### config.mk
export PLATFORM = sky130hd
export DESIGN_NAME = jpc_idecode_q
export DESIGN_NICKNAME = d
export VERILOG_FILES = /design/src/rtl/jpc_idecode_q.sv
export SDC_FILE = /design/constraint.sdc
export NUM_CORES = 1
export LEC_CHECK = 0
export ABC_AREA = 1
export ABC_CLOCK_PERIOD_IN_PS = 6260
export CAP_MARGIN = 40
export CELL_PAD_IN_SITES_DETAIL_PLACEMENT = 1
export CELL_PAD_IN_SITES_GLOBAL_PLACEMENT = 1
export CORE_MARGIN = 2
export CORE_UTILIZATION = 44
export DETAILED_ROUTE_END_ITERATION = 16
export PLACE_DENSITY_LB_ADDON = 0.1
export REMOVE_ABC_BUFFERS = 1
export SLEW_MARGIN = 20
export SYNTH_ARGS = -nofsm -noshare
export SYNTH_HDL_FRONTEND = slang
export SYNTH_SLANG_ARGS = --single-unit
### constraint.sdc
create_clock -name clk -period 6.26 [get_ports clk]
set_input_delay 0.939 -clock clk [delete_from_list [all_inputs] [get_ports clk]]
set_output_delay 0.939 -clock clk [all_outputs]
set_load 0.01 [all_outputs]
### src/rtl/jpc_idecode_q.sv
// jpc_idecode_q -- queued RV32I instruction decoder between fetch and execute.
//
// Fetched instructions and their PCs go into a DEPTH-entry FIFO. The FIFO
// head is decoded combinationally and captured into a registered output
// stage. Both sides use valid/ready handshakes, so one instruction per
// cycle can flow through.
//
// Ports:
//   clk, rst            clock (rising edge), asynchronous active-high reset
//   instr_I, pc_I       fetched instruction and its PC
//   instr_valid_I       fetch side valid
//   instr_ready_O       FIFO has room (derived from pointers, no register)
//   flush_I             drops everything queued and in the output stage
//   decode_ready_I      consumer accepts the output stage
//   decode_valid_O      output stage holds a decoded instruction
//   pc_O .. rs2_O       raw instruction fields plus PC of the decoded entry
//   imm32_O             format-dependent immediate
//   ecall_O .. csr_O    special-instruction flags
//   error_O             illegal or unsupported encoding (flags forced to 0)
//   level_O             FIFO occupancy (output stage not included)
module jpc_idecode_q #(
  parameter int unsigned DEPTH      = 4,
  parameter int unsigned PC_WIDTH   = 32,
  parameter bit          ENABLE_CSR = 1'b1
) (
  input  logic                    clk,
  input  logic                    rst,
  input  logic [31:0]             instr_I,
  input  logic [PC_WIDTH-1:0]     pc_I,
  input  logic                    instr_valid_I,
  output logic                    instr_ready_O,
  input  logic                    flush_I,
  input  logic                    decode_ready_I,
  output logic                    decode_valid_O,
  output logic [PC_WIDTH-1:0]     pc_O,
  output logic [6:0]              opcode_O,
  output logic [2:0]              funct3_O,
  output logic [6:0]              funct7_O,
  output logic [4:0]              rd_O,
  output logic [4:0]              rs1_O,
  output logic [4:0]              rs2_O,
  output logic [31:0]             imm32_O,
  output logic                    ecall_O,
  output logic                    ebreak_O,
  output logic                    fence_O,
  output logic                    fence_i_O,
  output logic                    csr_O,
  output logic                    error_O,
  output logic [$clog2(DEPTH):0]  level_O
);

  localparam int unsigned AW = $clog2(DEPTH);
  localparam logic [AW:0] FULL_LEVEL = (AW+1)'(DEPTH);

  localparam logic [6:0] OP_LUI    = 7'b0110111;
  localparam logic [6:0] OP_AUIPC  = 7'b0010111;
  localparam logic [6:0] OP_JAL    = 7'b1101111;
  localparam logic [6:0] OP_JALR   = 7'b1100111;
  localparam logic [6:0] OP_BRANCH = 7'b1100011;
  localparam logic [6:0] OP_LOAD   = 7'b0000011;
  localparam logic [6:0] OP_STORE  = 7'b0100011;
  localparam logic [6:0] OP_IMM    = 7'b0010011;
  localparam logic [6:0] OP_OP     = 7'b0110011;
  localparam logic [6:0] OP_MISC   = 7'b0001111;
  localparam logic [6:0] OP_SYSTEM = 7'b1110011;

  // ---------------------------------------------------------------------
  // FIFO: pointers carry one extra wrap bit so full and empty differ.
  // ---------------------------------------------------------------------
  logic [31:0]         instr_mem [DEPTH];
  logic [PC_WIDTH-1:0] pc_mem    [DEPTH];
  logic [AW:0]         wptr;
  logic [AW:0]         rptr;
  logic [AW:0]         level;
  logic                push;
  logic                load;
  logic                fifo_empty;

  assign level         = wptr - rptr;
  assign level_O       = level;
  assign fifo_empty    = (level == '0);
  assign instr_ready_O = (level < FULL_LEVEL);

  // Flush wins over both sides of the FIFO.
  assign push = instr_valid_I && instr_ready_O && !flush_I;
  assign load = !fifo_empty && (!decode_valid_O || decode_ready_I) && !flush_I;

  always_ff @(posedge clk or posedge rst) begin
    if (rst) begin
      wptr <= '0;
      rptr <= '0;
    end else if (flush_I) begin
      wptr <= '0;
      rptr <= '0;
    end else begin
      if (push) wptr <= wptr + 1'b1;
      if (load) rptr <= rptr + 1'b1;
    end
  end

  // Storage needs no reset: entries are only read between the pointers.
  always_ff @(posedge clk) begin
    if (push) begin
      instr_mem[wptr[AW-1:0]] <= instr_I;
      pc_mem[wptr[AW-1:0]]    <= pc_I;
    end
  end

  // ---------------------------------------------------------------------
  // Combinational decode of the FIFO head.
  // ---------------------------------------------------------------------
  logic [31:0]         head;
  logic [PC_WIDTH-1:0] head_pc;
  logic [2:0]          f3;
  logic [6:0]          f7;
  logic [11:0]         imm12;
  logic [31:0]         d_imm;
  logic                d_ecall;
  logic                d_ebreak;
  logic                d_fence;
  logic                d_fence_i;
  logic                d_csr;
  logic                d_err;

  assign head    = instr_mem[rptr[AW-1:0]];
  assign head_pc = pc_mem[rptr[AW-1:0]];
  assign f3      = head[14:12];
  assign f7      = head[31:25];
  assign imm12   = head[31:20];

  always_comb begin
    d_imm     = '0;
    d_ecall   = 1'b0;
    d_ebreak  = 1'b0;
    d_fence   = 1'b0;
    d_fence_i = 1'b0;
    d_csr     = 1'b0;
    d_err     = 1'b0;
    case (head[6:0])
      OP_LUI, OP_AUIPC: begin
        d_imm = {head[31:12], 12'b0};
      end
      OP_JAL: begin
        d_imm = {{12{head[31]}}, head[19:12], head[20], head[30:21], 1'b0};
      end
      OP_JALR: begin
        d_imm = {{20{head[31]}}, imm12};
        d_err = (f3 != 3'b000);
      end
      OP_BRANCH: begin
        d_imm = {{20{head[31]}}, head[7], head[30:25], head[11:8], 1'b0};
        d_err = (f3 == 3'b010) || (f3 == 3'b011);
      end
      OP_LOAD: begin
        d_imm = {{20{head[31]}}, imm12};
        d_err = (f3 == 3'b011) || (f3 == 3'b110) || (f3 == 3'b111);
      end
      OP_STORE: begin
        d_imm = {{20{head[31]}}, head[31:25], head[11:7]};
        d_err = (f3 >= 3'b011);
      end
      OP_IMM: begin
        d_imm = {{20{head[31]}}, imm12};
        // Shift-immediates reuse funct7: only SRAI may set bit 30.
        if (f3 == 3'b001)
          d_err = (f7 != 7'b0000000);
        else if (f3 == 3'b101)
          d_err = (f7 != 7'b0000000) && (f7 != 7'b0100000);
      end
      OP_OP: begin
        if (f7 == 7'b0100000)
          d_err = (f3 != 3'b000) && (f3 != 3'b101);
        else
          d_err = (f7 != 7'b0000000);
      end
      OP_MISC: begin
        case (f3)
          3'b000:  d_fence   = 1'b1;
          3'b001:  d_fence_i = 1'b1;
          default: d_err     = 1'b1;
        endcase
      end
      OP_SYSTEM: begin
        if (f3 == 3'b000) begin
          if (imm12 == 12'd0)
            d_ecall = 1'b1;
          else if (imm12 == 12'd1)
            d_ebreak = 1'b1;
          else
            d_err = 1'b1;
        end else if (f3 == 3'b100) begin
          d_err = 1'b1;
        end else begin
          // CSR forms: the rs1 field is a zero-extended immediate for CSRR*I.
          if (f3[2]) d_imm = {27'b0, head[19:15]};
          if (ENABLE_CSR) d_csr = 1'b1;
          else            d_err = 1'b1;
        end
      end
      default: begin
        d_err = 1'b1;
      end
    endcase
  end

  // ---------------------------------------------------------------------
  // Registered output stage.
  // ---------------------------------------------------------------------
  always_ff @(posedge clk or posedge rst) begin
    if (rst) begin
      decode_valid_O <= 1'b0;
      pc_O           <= '0;
      opcode_O       <= '0;
      funct3_O       <= '0;
      funct7_O       <= '0;
      rd_O           <= '0;
      rs1_O          <= '0;
      rs2_O          <= '0;
      imm32_O        <= '0;
      ecall_O        <= 1'b0;
      ebreak_O       <= 1'b0;
      fence_O        <= 1'b0;
      fence_i_O      <= 1'b0;
      csr_O          <= 1'b0;
      error_O        <= 1'b0;
    end else if (flush_I) begin
      decode_valid_O <= 1'b0;
    end else if (load) begin
      decode_valid_O <= 1'b1;
      pc_O           <= head_pc;
      opcode_O       <= head[6:0];
      funct3_O       <= f3;
      funct7_O       <= f7;
      rd_O           <= head[11:7];
      rs1_O          <= head[19:15];
      rs2_O          <= head[24:20];
      imm32_O        <= d_imm;
      ecall_O        <= d_ecall;
      ebreak_O       <= d_ebreak;
      fence_O        <= d_fence;
      fence_i_O      <= d_fence_i;
      csr_O          <= d_csr;
      error_O        <= d_err;
    end else if (decode_ready_I) begin
      decode_valid_O <= 1'b0;
    end
  end

endmodule

==> flow_summary.yaml <==
outcome:
  status: "finished, final reports clean"
clock_network:
  htreeDepth: 2
  holdBufCountCts: 0
  clk_latency_ns: 0.53
  cts-root-buf: "clkbuf_16"
  postCtsSetupBuffers: 0
  cts_made_buffers: 40
  clock-sinks: 365
  cts_tree: "built"
  cts_resized: 0
  clkSlewWorstSetupHoldPaths_ns: 0.06
  clock_path_buffers: 3
global_routing:
  grt_max_degree: 78
  grt_usage_pct: 22.8
  grt_pass1_wl_um: 62800
  first_global_vias: 11100
  antenna_found_initial: 4
  overflow: 0
layout:
  final_cell_mix: "nand2_1 (448), edfxtp_1 (256), clkdlybuf4s50_1 (175)"
  layout_commonest_cell: "nand2_1"
  fin_area_mm2: 0.0185
  syn_to_final_growth_pct: 25.0
  utilization_pct: 55.5
  num-nets-final: 1589
  fill_cells: 3540
  drive_above_1_share_pct: 7.38
routing:
  drt.antenna.violating_nets: 0
  vias_per_cell: 5.22
  first_pass_iters: 5
  vias: 10400
  drt-total-wl_um: 39400
  dr.first_iter.drc_count: 535
  routedWlPerCell_um: 19.8
  drc: 0
timing:
  post-route-min-period_ns: 3.79
  slew_headroom_pct: 49.6
  finalSetupViolations: 0
  maxSlewViolCount: 0
  timing_hold_violations_final: 0
  worst_pin_slew_ns: 0.756
  rsz0062_at_grt: "no"
  fin_worst_skew_ns: 0.0129
  fmax_mhz: 264
  fin_crit_sh_pct: 60.5
setup_path:
  end_kind: "output port"
  worstSetupStartpointType: "register"
  worstPathArrival_ns: 2.85
  worstPathRequired_ns: 5.32
  reg2reg_depth: 11
  worstPathMaxFanout: 31
  crit_type: "reg2out"
placement:
  place.gp.congestion: 0.783
  placed_area_mm2: 0.0171
  port_buffers: 175
  dp_hpwl_um: 25100
die:
  fp.dieArea_mm2: 0.0350
  start_util_pct: 44.4
  ios: 176
  dieWidth_um: 187
  fp-row-count: 67
  core_mm2: 0.0333
  fp.dieH_um: 187
pwr:
  power_density_mw_per_mm2: 473
  vdd_ir_drop_max_v: 0.000233
  leakage_nw: 7.39
min_path:
  whs_path_depth: 2
  hold_path.class: "reg2reg"
logic_synthesis:
  ys_ff_latch: 365
  yosysUniqueCellTypes: 38
  synth_warnings: 0
  avgSynthCellArea_um2: 11.0
  synthCells: 1339
  syn_area_mm2: 0.0148
  yosysSeqAreaShare_pct: 70.5
flow_run:
  cap_violations: 0
## worst max-delay path, cell delays in order (launching register included)
cell	delay, ns
dfrtp_4	0.65
ha_1	0.27
fa_1	0.41
xnor2_1	0.16
nand2_1	0.08
nand2_1	0.16
clkdlybuf4s50_1	0.58
## cells in the mapped netlist (all sizes together)
master | instances | share of area, %
nand2 | 459 | 12
edfxtp | 256 | 52
o21ai | 132 | 4.6
dfrtp | 109 | 18
nor2 | 103 | 2.8
nand3 | 64 | 2.3
inv | 51 | 1.3
buf | 38 | 1.5
o22ai | 37 | 1.6
a21oi | 32 | 1.1
clkbuf | 30 | 0.76
ha | 6 | 0.51
a32oi | 4 | 0.24
nand4 | 3 | 0.13
nor3 | 3 | 0.10
a32o | 2 | 0.14
a31oi | 1 | 0.042
fa | 1 | 0.14
nand3b | 1 | 0.051
o2111ai | 1 | 0.059
o211ai | 1 | 0.051
o31ai | 1 | 0.051
o41ai | 1 | 0.059
or2 | 1 | 0.042
xnor2 | 1 | 0.059
xor2 | 1 | 0.059
## power by group
part	switching [mW]	internal (mW)	leakage, nW
Sequential	0.218	3.02	3.72
Clock	0.939	1.45	0.651
Combinational	1.99	1.12	3.02
## worst paths after layout
check	to	slack (ns)	from
max in group asynchronous	pc_O[14]	4.39	rst
worst min register to register	pc_O[11]	0.47	pc_O[11]
worst max register to register	pc_mem[0][28]	2.83	rptr[0]
min in group asynchronous	opcode_O[1]	0.86	rst
worst min-delay path	pc_O[11]	0.47	pc_O[11]
worst max-delay path	instr_ready_O	2.47	rptr[0]
## through the flow
step	cells	setup TNS, ns	hold slack (ns)	power (mW)	worst slack, ns
final	1994	0	0.469	8.74	2.47
after CTS	1991	0	0.475	8.82	2.47
after floorplan	1271	-289.74	0.509	4.94	-2.42
after detailed placement	1917	0	0.459	6.40	2.82
after global routing	1994	0	0.493	9.28	2.37
after global placement	1910	0	0.457	6.25	2.46
## layout make-up
type,instances,area [µm²],share of cell area (%)
multi-input cells,855,3870,21.0
inverters,51,201,1.09
diodes,1,2.50,0.0136
repair buffers,200,2070,11.2
clock buffers,62,1170,6.32
clock inverters,12,174,0.942
well taps,448,561,3.04
flip-flops and latches,365,10400,56.4
## layer usage
layer	routed length (µm)	GRT usage (%)	up-vias
li1	-	-	4929
met1	17300	29.9	5180
met2	19300	39.0	230
met3	1930	4.69	63
met4	799	5.49	6
met5	44	0	-
## flip-flops by register name (all words and copies together) (netlist names), 3 cells and up
| signal | count |
|---|---|
| instr_mem | 128 |
| pc_mem | 128 |
| imm32_O | 32 |
| pc_O | 32 |
| funct7_O | 7 |
| opcode_O | 7 |
| rd_O | 5 |
| rs1_O | 5 |
| rs2_O | 5 |
| funct3_O | 3 |
| rptr | 3 |
| wptr | 3 |
## cells by family (layout without fill, tap and decap cells)
logic type      count (synthesis)  in the layout  share of synthesized area [%]
buf+inv                       119            325                           3.52
flops                         365            365                           70.5
xor+xnor                        2              2                          0.119
fa+ha+maj                       7              7                          0.644
other cells                     0              1                              0
compound gates                212            212                           7.91
simple gates                  634            634                           17.3
(Power assumes the default switching activity.)
